[src/rtl/axis_uart_tx_if.sv]
// AXI-Stream word channel that feeds the UART transmitter.
interface axis_uart_tx_if #(
  parameter int Word_len = 8
);
  logic [Word_len-1:0] tx_data;
  logic                tx_data_valid;
  logic                tx_data_last;
  logic                tx_data_ready;

  modport master (output tx_data, output tx_data_valid, output tx_data_last, input tx_data_ready);
  modport slave  (input tx_data, input tx_data_valid, input tx_data_last, output tx_data_ready);
endinterface

[src/rtl/axis_uart_tx.sv]
// AXI-Stream to UART serializer: start, LSB-first data, optional parity, stop bits,
// and an optional idle gap after the last word of a packet.
module axis_uart_tx #(
  parameter int clk_rate  = 100000000,
  parameter int Baud      = 115200,
  parameter int Word_len  = 8,
  parameter int Parity    = 0,
  parameter int Stop_bits = 1,
  parameter int Gap_bits  = 2
) (
  input  logic         clk,
  input  logic         rst,
  axis_uart_tx_if.slave s_axis,
  output logic         Uart_tx,
  output logic         tx_busy
);

  localparam int BAUD_DIV = clk_rate / Baud;
  localparam int CNT_W    = $clog2((BAUD_DIV < 2) ? 2 : BAUD_DIV);
  localparam int BIT_MAX  = (Word_len > Gap_bits) ? Word_len : Gap_bits;
  localparam int BIT_W    = $clog2(BIT_MAX);

  localparam logic [CNT_W-1:0] DIV_LAST  = CNT_W'(BAUD_DIV - 1);
  localparam logic [BIT_W-1:0] DATA_LAST = BIT_W'(Word_len - 1);
  localparam logic [BIT_W-1:0] STOP_LAST = BIT_W'(Stop_bits - 1);
  localparam logic [BIT_W-1:0] GAP_LAST  = BIT_W'((Gap_bits > 0) ? Gap_bits - 1 : 0);
  localparam bit               HAS_PAR   = (Parity != 0);
  localparam bit               HAS_GAP   = (Gap_bits > 0);

  if (BAUD_DIV < 2) begin : g_chk_div
    $error("axis_uart_tx: clk_rate/Baud must be at least 2");
  end
  if (Word_len < 5 || Word_len > 9) begin : g_chk_len
    $error("axis_uart_tx: Word_len must be 5..9");
  end
  if (Parity < 0 || Parity > 2) begin : g_chk_par
    $error("axis_uart_tx: Parity must be 0, 1 or 2");
  end
  if (Stop_bits < 1 || Stop_bits > 2) begin : g_chk_stop
    $error("axis_uart_tx: Stop_bits must be 1 or 2");
  end

  typedef enum logic [2:0] {
    ST_IDLE   = 3'd0,
    ST_START  = 3'd1,
    ST_DATA   = 3'd2,
    ST_PARITY = 3'd3,
    ST_STOP   = 3'd4,
    ST_GAP    = 3'd5
  } state_t;

  state_t              state_q, state_d;
  logic [CNT_W-1:0]    baud_q, baud_d;
  logic [BIT_W-1:0]    bit_q, bit_d;
  logic [Word_len-1:0] shift_q, shift_d;
  logic                last_q, last_d;
  logic                par_q, par_d;
  logic                tx_q, tx_d;
  logic                bit_end;
  logic                par_calc;

  assign s_axis.tx_data_ready = (state_q == ST_IDLE);
  assign tx_busy              = (state_q != ST_IDLE);
  assign Uart_tx              = tx_q;
  assign par_calc = (Parity == 1) ? ~^s_axis.tx_data : ^s_axis.tx_data;

  always_ff @(posedge clk or posedge rst) begin
    if (rst) begin
      state_q <= ST_IDLE;
      baud_q  <= '0;
      bit_q   <= '0;
      shift_q <= '0;
      last_q  <= 1'b0;
      par_q   <= 1'b0;
      tx_q    <= 1'b1;
    end else begin
      state_q <= state_d;
      baud_q  <= baud_d;
      bit_q   <= bit_d;
      shift_q <= shift_d;
      last_q  <= last_d;
      par_q   <= par_d;
      tx_q    <= tx_d;
    end
  end

  always_comb begin
    state_d = state_q;
    baud_d  = baud_q;
    bit_d   = bit_q;
    shift_d = shift_q;
    last_d  = last_q;
    par_d   = par_q;
    bit_end = (baud_q == DIV_LAST);

    if (state_q != ST_IDLE) begin
      baud_d = bit_end ? '0 : baud_q + 1'b1;
    end

    case (state_q)
      ST_IDLE: begin
        if (s_axis.tx_data_valid) begin
          state_d = ST_START;
          shift_d = s_axis.tx_data;
          last_d  = s_axis.tx_data_last;
          par_d   = par_calc;
          baud_d  = '0;
          bit_d   = '0;
        end
      end
      ST_START: begin
        if (bit_end) state_d = ST_DATA;
      end
      ST_DATA: begin
        if (bit_end) begin
          shift_d = shift_q >> 1;
          if (bit_q == DATA_LAST) begin
            bit_d   = '0;
            state_d = HAS_PAR ? ST_PARITY : ST_STOP;
          end else begin
            bit_d = bit_q + 1'b1;
          end
        end
      end
      ST_PARITY: begin
        if (bit_end) state_d = ST_STOP;
      end
      ST_STOP: begin
        if (bit_end) begin
          if (bit_q == STOP_LAST) begin
            bit_d   = '0;
            state_d = (last_q && HAS_GAP) ? ST_GAP : ST_IDLE;
          end else begin
            bit_d = bit_q + 1'b1;
          end
        end
      end
      ST_GAP: begin
        if (bit_end) begin
          if (bit_q == GAP_LAST) begin
            bit_d   = '0;
            state_d = ST_IDLE;
          end else begin
            bit_d = bit_q + 1'b1;
          end
        end
      end
      default: begin
        state_d = ST_IDLE;
        baud_d  = '0;
        bit_d   = '0;
      end
    endcase

    // Line level is decoded from the next state so the flop output changes on the entering edge.
    case (state_d)
      ST_START:  tx_d = 1'b0;
      ST_DATA:   tx_d = shift_d[0];
      ST_PARITY: tx_d = par_d;
      default:   tx_d = 1'b1;
    endcase
  end

endmodule

[src/flat_wrapper.sv]
// flat-port wrapper written by rule: the top's interface ports become plain ports
module axis_uart_tx_flat 
#(
  parameter int clk_rate  = 100000000,
  parameter int Baud      = 115200,
  parameter int Word_len  = 8,
  parameter int Parity    = 0,
  parameter int Stop_bits = 1,
  parameter int Gap_bits  = 2
)
  (clk, rst, Uart_tx, tx_busy, s_axis_tx_data, s_axis_tx_data_valid, s_axis_tx_data_last, s_axis_tx_data_ready);
  axis_uart_tx_if #(.Word_len(Word_len)) s_axis_i ();
  input  logic clk;
  input  logic rst;
  output logic Uart_tx;
  output logic tx_busy;
  input wire logic [$bits(s_axis_i.tx_data)-1:0] s_axis_tx_data;
  input wire logic [$bits(s_axis_i.tx_data_valid)-1:0] s_axis_tx_data_valid;
  input wire logic [$bits(s_axis_i.tx_data_last)-1:0] s_axis_tx_data_last;
  output wire logic [$bits(s_axis_i.tx_data_ready)-1:0] s_axis_tx_data_ready;
  assign s_axis_i.tx_data = s_axis_tx_data;
  assign s_axis_i.tx_data_valid = s_axis_tx_data_valid;
  assign s_axis_i.tx_data_last = s_axis_tx_data_last;
  assign s_axis_tx_data_ready = s_axis_i.tx_data_ready;
  axis_uart_tx #(.clk_rate(clk_rate), .Baud(Baud), .Word_len(Word_len), .Parity(Parity), .Stop_bits(Stop_bits), .Gap_bits(Gap_bits)) u_core (.clk(clk), .rst(rst), .s_axis(s_axis_i), .Uart_tx(Uart_tx), .tx_busy(tx_busy));
endmodule
[config.mk]
export PLATFORM = sky130hd
export DESIGN_NAME = axis_uart_tx_flat
export DESIGN_NICKNAME = d
export VERILOG_FILES = /design/src/rtl/axis_uart_tx_if.sv /design/src/rtl/axis_uart_tx.sv /design/src/flat_wrapper.sv
export SDC_FILE = /design/constraint.sdc
export NUM_CORES = 1
export LEC_CHECK = 0
export BUFFER_PORTS_ARGS = -buffer_cell sky130_fd_sc_hd__buf_4
export CAP_MARGIN = 40
export CORE_MARGIN = 5
export CORE_UTILIZATION = 55
export CTS_CLUSTER_DIAMETER = 30
export DETAILED_ROUTE_END_ITERATION = 8
export PLACE_DENSITY = 0.75
export SYNTH_ARGS = -nofsm -noshare
export SYNTH_HDL_FRONTEND = slang
export SYNTH_SLANG_ARGS = --single-unit
[constraint.sdc]
create_clock -name clk -period 1.9 [get_ports clk]
set_input_delay 0.285 -clock clk [delete_from_list [all_inputs] [get_ports clk]]
set_output_delay 0.285 -clock clk [all_outputs]
set_load 0.1 [all_outputs]
==> flow_summary.yaml, run 1 <==
critical_path:
  endpoint: "u_core.bit_q[0]"
  cp-start-kind: "flop"
  reg2regPathDepth: 6
  criticalPathCategory: "flop to flop"
  path_max_fanout: 7
  cp.required_ns: 2.15
  worstSetupStartpoint: "u_core.baud_q[0]"
  rrSetupSlack_ns: 0.02
  crit_arrival_ns: 2.12
  reg2reg_from: "u_core.baud_q[0]"
  crit_path_end_kind: "flop"
  r2r-end: "u_core.bit_q[0]"
yosys:
  ys_types: 56
  synth-async-reset-ratio: 1.00
  yosysTopAreaCell: "dfrtp_1"
  avgSynthCellArea_sq_um: 9.91
  synth.net_count: 187
  ys_ff_latch: 27
  netlist_area_sq_um: 1690
  yosys.area.top_type_share: 0.386
  synth_warnings: 0
  synthTopCellsByArea: "dfrtp_1 39%, xnor2_1 4.2%, ha_1 3.7%"
  synth_edf_count: 0
  synth_flop_cell: "dfrtp_1"
  synth-seq-area-share: 0.402
  synth_cells: 170
power_and_ir_drop:
  powerDensity_nw_per_um2: 1200
  power_w: 0.00236
  vdd_ir_drop_max_mv: 0.671
  p_leak_nw: 0.895
sta:
  maxSlewHeadroom: 0.737
  rsz0062_at_grt: "yes"
  skew_ns: 0.0106
  max_freq_mhz: 533
  hold_ws_ns: 0.142
  post-route-period-util: 0.987
  period_needed_ns: 1.88
  slew_viol_final: 0
  hold_viol: 0
  worst_slew_pin_slew_ns: 0.395
  setup_viol: 0
worst_hold_path:
  hold_class: "primary input to flop"
  holdPathStages: 3
routing:
  route.detailed.drc: 0
  vias: 1343
  ant_nets: 0
  drt-total-wl_um: 3570
  post_drt_wl_per_cell_um: 15.7
  via_per_inst: 5.92
  drt-pass1-iter-count: 4
  drtIter0Drc: 78
clocking:
  numCtsBuffers: 3
  cts.clk_slew.worst_paths_ns: 0.16
  cts_root_buf: "clkbuf_4"
  clk_path_buf_depth: 2
  cts_tree: "yes"
  cts_sinks: 27
  htree_levels: 1
  clock_latency_ns: 0.35
finish:
  ff_latch_area_sq_um: 677
  multiInputGateArea_sq_um: 957
  area_growth_pct: 16.7
  antenna_cells_inserted: 0
  nFillCells: 260
  most-common-layout-cells: "26 x buf_4, 26 x dfrtp_1, 15 x nor2_1"
  final_nets: 212
  drive_gt1_frac: 0.258
  fin_cells: 227
floorplan:
  start_util: 0.561
  fp.dieW_um: 65.4
  dieArea_sq_um: 4270
  pin_count: 15
  rows: 20
  die_h_um: 65.4
  core_area_sq_um: 3000
grt:
  grt_max_degree: 20
  antenna_found_initial: 0
  grt_pass1_vias: 1342
  track_usage: 0.183
  grt_pass1_wl_um: 6050
  grt-ovfl-total: 0
run:
  cap_violations: 0
placed_design:
  port_buffers: 14
  dp_cells: 217
  gp_congestion: 0.977
  hpwl_um: 2650
outcome:
  run_status: "completed"
power breakdown:
group          switching [W]  internal [W]  total (W)
combinational       0.000624      0.000491    0.00111
sequential          0.000166      0.000805   0.000971
clock               0.000192     0.0000810   0.000273
worst max-delay path, stage by stage (launching register included):
cell and delay, ns:
dfrtp_1 0.40, ha_2 0.18, nor3b_4 0.33, nand3_4 0.20, a21oi_2 0.16, o22a_2 0.19, mux2_4 0.31
synth_stat cells, types with 2 or more instances:
cell / instances
a22o_1: 6
xor2_1: 6
o21ai_0: 4
mux2_1: 2
nand4_1: 4
a21oi_1: 7
ha_1: 5
nor2_1: 16
nor3_1: 3
mux2i_1: 2
buf_6: 2
a21o_1: 6
o21a_1: 2
nand2_1: 10
and3_1: 3
o21ai_1: 2
dfrtp_1: 26
inv_1: 10
xnor2_1: 8
nor4b_1: 2
buf_2: 3
a31oi_1: 3
nor2b_1: 4
nor4bb_1: 2
routing by layer:
layer / wire, um / GRT usage / vias to the layer above
li1: - / - / 655
met1: 1510 / 0.217 / 640
met2: 1880 / 0.331 / 39
met3: 106 / 0.0205 / 9
met4: 74 / 0.0777 / 0
met5: 0 / 0 / -
through the flow:
stage                     worst slack, ns  setup TNS (ns)  utilization  area (sq um)
after global placement             0.0836               0        0.614          1840
after detailed placement         -0.00707         -0.0123        0.614          1840
after global routing              -0.0567          -0.118        0.655          1970
final                              0.0249               0        0.655          1970
after floorplan                    0.0291               0            -          1700
after CTS                         0.00153               0        0.633          1900
logic make-up (layout without fill, tap and decap cells):
logic type                 count (synthesis)  count (layout)  synth area share
muxes                                      5               5            0.0319
and+or+nand+nor                           57              57             0.212
xor gates and xnor gates                  14              14            0.0728
adders and majority gates                  5               5            0.0371
DFF                                       27              27             0.402
buffers and inverters                     18              42            0.0542
AOI/OAI and AO/OA                         44              44             0.191
worst min-delay path by stage:
stage                              to  slack, ns                start
floorplan            u_core.baud_q[0]       0.34                  rst
global placement         u_core.par_q       0.27                  rst
detailed placement       u_core.par_q       0.29                  rst
CTS                 u_core.shift_q[7]       0.14    s_axis_tx_data[7]
global route            u_core.last_q       0.13  s_axis_tx_data_last
finish              u_core.shift_q[7]       0.14    s_axis_tx_data[7]
what timing repair did:
action                                  in CTS  in global routing
setup buffers                                1                  4
hold buffers                                 1                  0
hold endpoints to repair                     9                  0
endpoints found under the setup margin       4                 17
pin swaps                                    0                  6
gates resized for setup                      2                  8
cell type report:
cell class	instances	share of cell area
flip-flops and latches	27	0.344
inverters	10	0.0210
well taps	33	0.0210
clock inverters	1	0.00382
multi-input cells	125	0.487
clock buffers	3	0.0115
repair buffers	28	0.112
state kept, by name, indices dropped and copies added, names as in the netlist:
| name | cells |
|---|---|
| u_core.Uart_tx | 1 |
| u_core.baud_q | 10 |
| u_core.bit_q | 3 |
| u_core.last_q | 1 |
| u_core.par_q | 1 |
| u_core.shift_q | 8 |
| u_core.state_q | 3 |
(Power assumes the default switching activity.)
==> run 2, diff against run 1 <==
BUFFER_PORTS_ARGS = unset   (was -buffer_cell sky130_fd_sc_hd__buf_4)
DONT_BUFFER_PORTS = 1   (was unset)
PLACE_DENSITY = 0.7   (was 0.75)
==> run 2 against run 1 <==
Sequential power increased by 8%. Maximum frequency down 1.0%. Critical path depth rose by 1. Utilization down 3.7 points. Final cell count fell by 6.6%. Power fell by 3.0%. Worst hold slack worse by 0.082 ns. Flip-flop and latch count unchanged. Design area decreased by 5.6%. Largest power group is now registers. Highest routed layer unchanged.
==> flow_summary.yaml, run 2 (same netlist as run 1, synthesis figures left out) <==
routing:
  ant_nets: 0
  vias: 1295
  via_per_inst: 6.11
  drtIter0Drc: 75
  post_drt_wl_per_cell_um: 17.0
  drt-pass1-iter-count: 4
  route.detailed.drc: 0
  drt-total-wl_um: 3610
power_and_ir_drop:
  p_leak_nw: 0.828
  vdd_ir_drop_max_mv: 0.636
  powerDensity_nw_per_um2: 1230
finish:
  final_common_cell: "dfrtp_1"
  drive_gt1_frac: 0.184
  nFillCells: 249
  area_growth_pct: 10.2
  antenna_cells_inserted: 0
  most-common-layout-cells: "26 x dfrtp_1, 15 x nor2_1, 10 x nand2_1"
  reg_top3: "u_core.baud_q x10, u_core.shift_q x8"
  final_nets: 197
  fin_cells: 212
  largest_reg_flops: 10
  regMostFlops: "u_core.baud_q"
placed_design:
  gp_congestion: 0.862
  dp_cells: 205
  hpwl_um: 2610
  port_buffers: 0
clocking:
  htree_levels: 1
  clock_latency_ns: 0.34
  cts_root_buf: "clkbuf_4"
  cts_sinks: 27
  clk_path_buf_depth: 2
  numCtsBuffers: 3
  cts_tree: "yes"
  cts.clk_slew.worst_paths_ns: 0.16
grt:
  grt_pass1_wl_um: 6100
  antenna_found_initial: 0
  grt_pass1_vias: 1292
  grt_max_degree: 20
  track_usage: 0.184
  grt-ovfl-total: 0
critical_path:
  crit_chain: "ha_2 > nor3b_4 > buf_6 > nand3_4 > a21oi_1 > a2bb2oi_4 > a211oi_1"
  slowest_delay_ns: 0.43
  path_max_fanout: 8
  crit_path_end_kind: "flop"
  r2r-end: "u_core.baud_q[3]"
  crit_arrival_ns: 2.13
  worstSetupStartpoint: "u_core.baud_q[0]"
  reg2regPathDepth: 7
  criticalPathCategory: "flop to flop"
  slowest_stage: "dfrtp_1"
  cp.required_ns: 2.14
  rrSetupSlack_ns: 0.006
  reg2reg_from: "u_core.baud_q[0]"
  endpoint: "u_core.baud_q[3]"
  cp-start-kind: "flop"
sta:
  worst_slew_pin_slew_ns: 0.502
  setup_viol: 0
  maxSlewHeadroom: 0.666
  post-route-period-util: 0.997
  max_freq_mhz: 528
  slew_viol_final: 0
  hold_viol: 0
  period_needed_ns: 1.89
  hold_ws_ns: 0.0599
  skew_ns: 0.0111
floorplan:
  dieArea_sq_um: 4270
  rows: 20
  die_h_um: 65.4
  start_util: 0.561
  pin_count: 15
  fp.dieW_um: 65.4
  core_area_sq_um: 3000
outcome:
  run_status: "completed"
worst_hold_path:
  hold_class: "primary input to flop"
run:
  cap_violations: 0
-- run 2: timing repair --
action	in CTS	in global routing
endpoints found under the setup margin	2	15
setup buffers	0	2
hold buffers	1	0
resized for setup	2	8
hold endpoints to repair	12	0
pin swaps	0	6
-- run 2: layout make-up --
type | count | area (sq um) | share of cell area
clock inverter | 1 | 7.51 | 0.00404
clock buffer | 3 | 22.5 | 0.0121
multi-input combinational | 125 | 952 | 0.513
sequential | 27 | 677 | 0.365
tap | 33 | 41.3 | 0.0222
timing repair buffer | 13 | 115 | 0.0620
inverter | 10 | 41.3 | 0.0222
-- run 2: how the worst min path moves through the flow --
stage                     cells after the start               from           endpoint
after floorplan                               1                rst   u_core.baud_q[0]
after global placement                        1                rst       u_core.par_q
after detailed placement                      1                rst       u_core.par_q
after CTS                                     2  s_axis_tx_data[7]  u_core.shift_q[7]
after global routing                          2  s_axis_tx_data[7]  u_core.shift_q[7]
final                                         2  s_axis_tx_data[7]  u_core.shift_q[7]
-- run 2: stage by stage --
step	power, W	instance area [sq um]	util	TNS, ns	worst slack, ns
2_1_floorplan	0.00179	1700	-	0	0.0291
3_3_place_gp	0.00191	1750	0.584	0	0.113
3_5_place_dp	0.00196	1750	0.584	0	0.0450
4_1_cts	0.00224	1800	0.600	0	0.0183
5_1_grt	0.00247	1860	0.618	-0.351	-0.0510
6_report	0.00229	1860	0.618	0	0.00569
-- run 2: power by group --
| group | switching, W | internal (W) | leakage, nW | total [W] |
|---|---|---|---|---|
| registers | 0.000238 | 0.000808 | 0.329 | 0.00105 |
| logic | 0.000547 | 0.000427 | 0.485 | 0.000974 |
| clock network | 0.000187 | 0.0000809 | 0.0139 | 0.000268 |
-- run 2: critical path, delay by kind of cell (launching register included) --
| kind | cells | cell delay [ns] |
|---|---|---|
| compound gates | 3 | 0.67 |
| fa+ha+maj | 1 | 0.20 |
| buf+inv | 1 | 0.15 |
| flops | 1 | 0.43 |
| simple gates | 2 | 0.33 |
-- run 2: per-layer routing --
layer  up-vias  wire length [um]  part of all wire  global-route usage
met1       630              1480              0.41               0.228
met2        32              1880              0.52               0.308
li1        626                 -                 -                   -
met3         7               153             0.042              0.0376
met4         0                84             0.023              0.0803
met5         -                 0                 0                   0
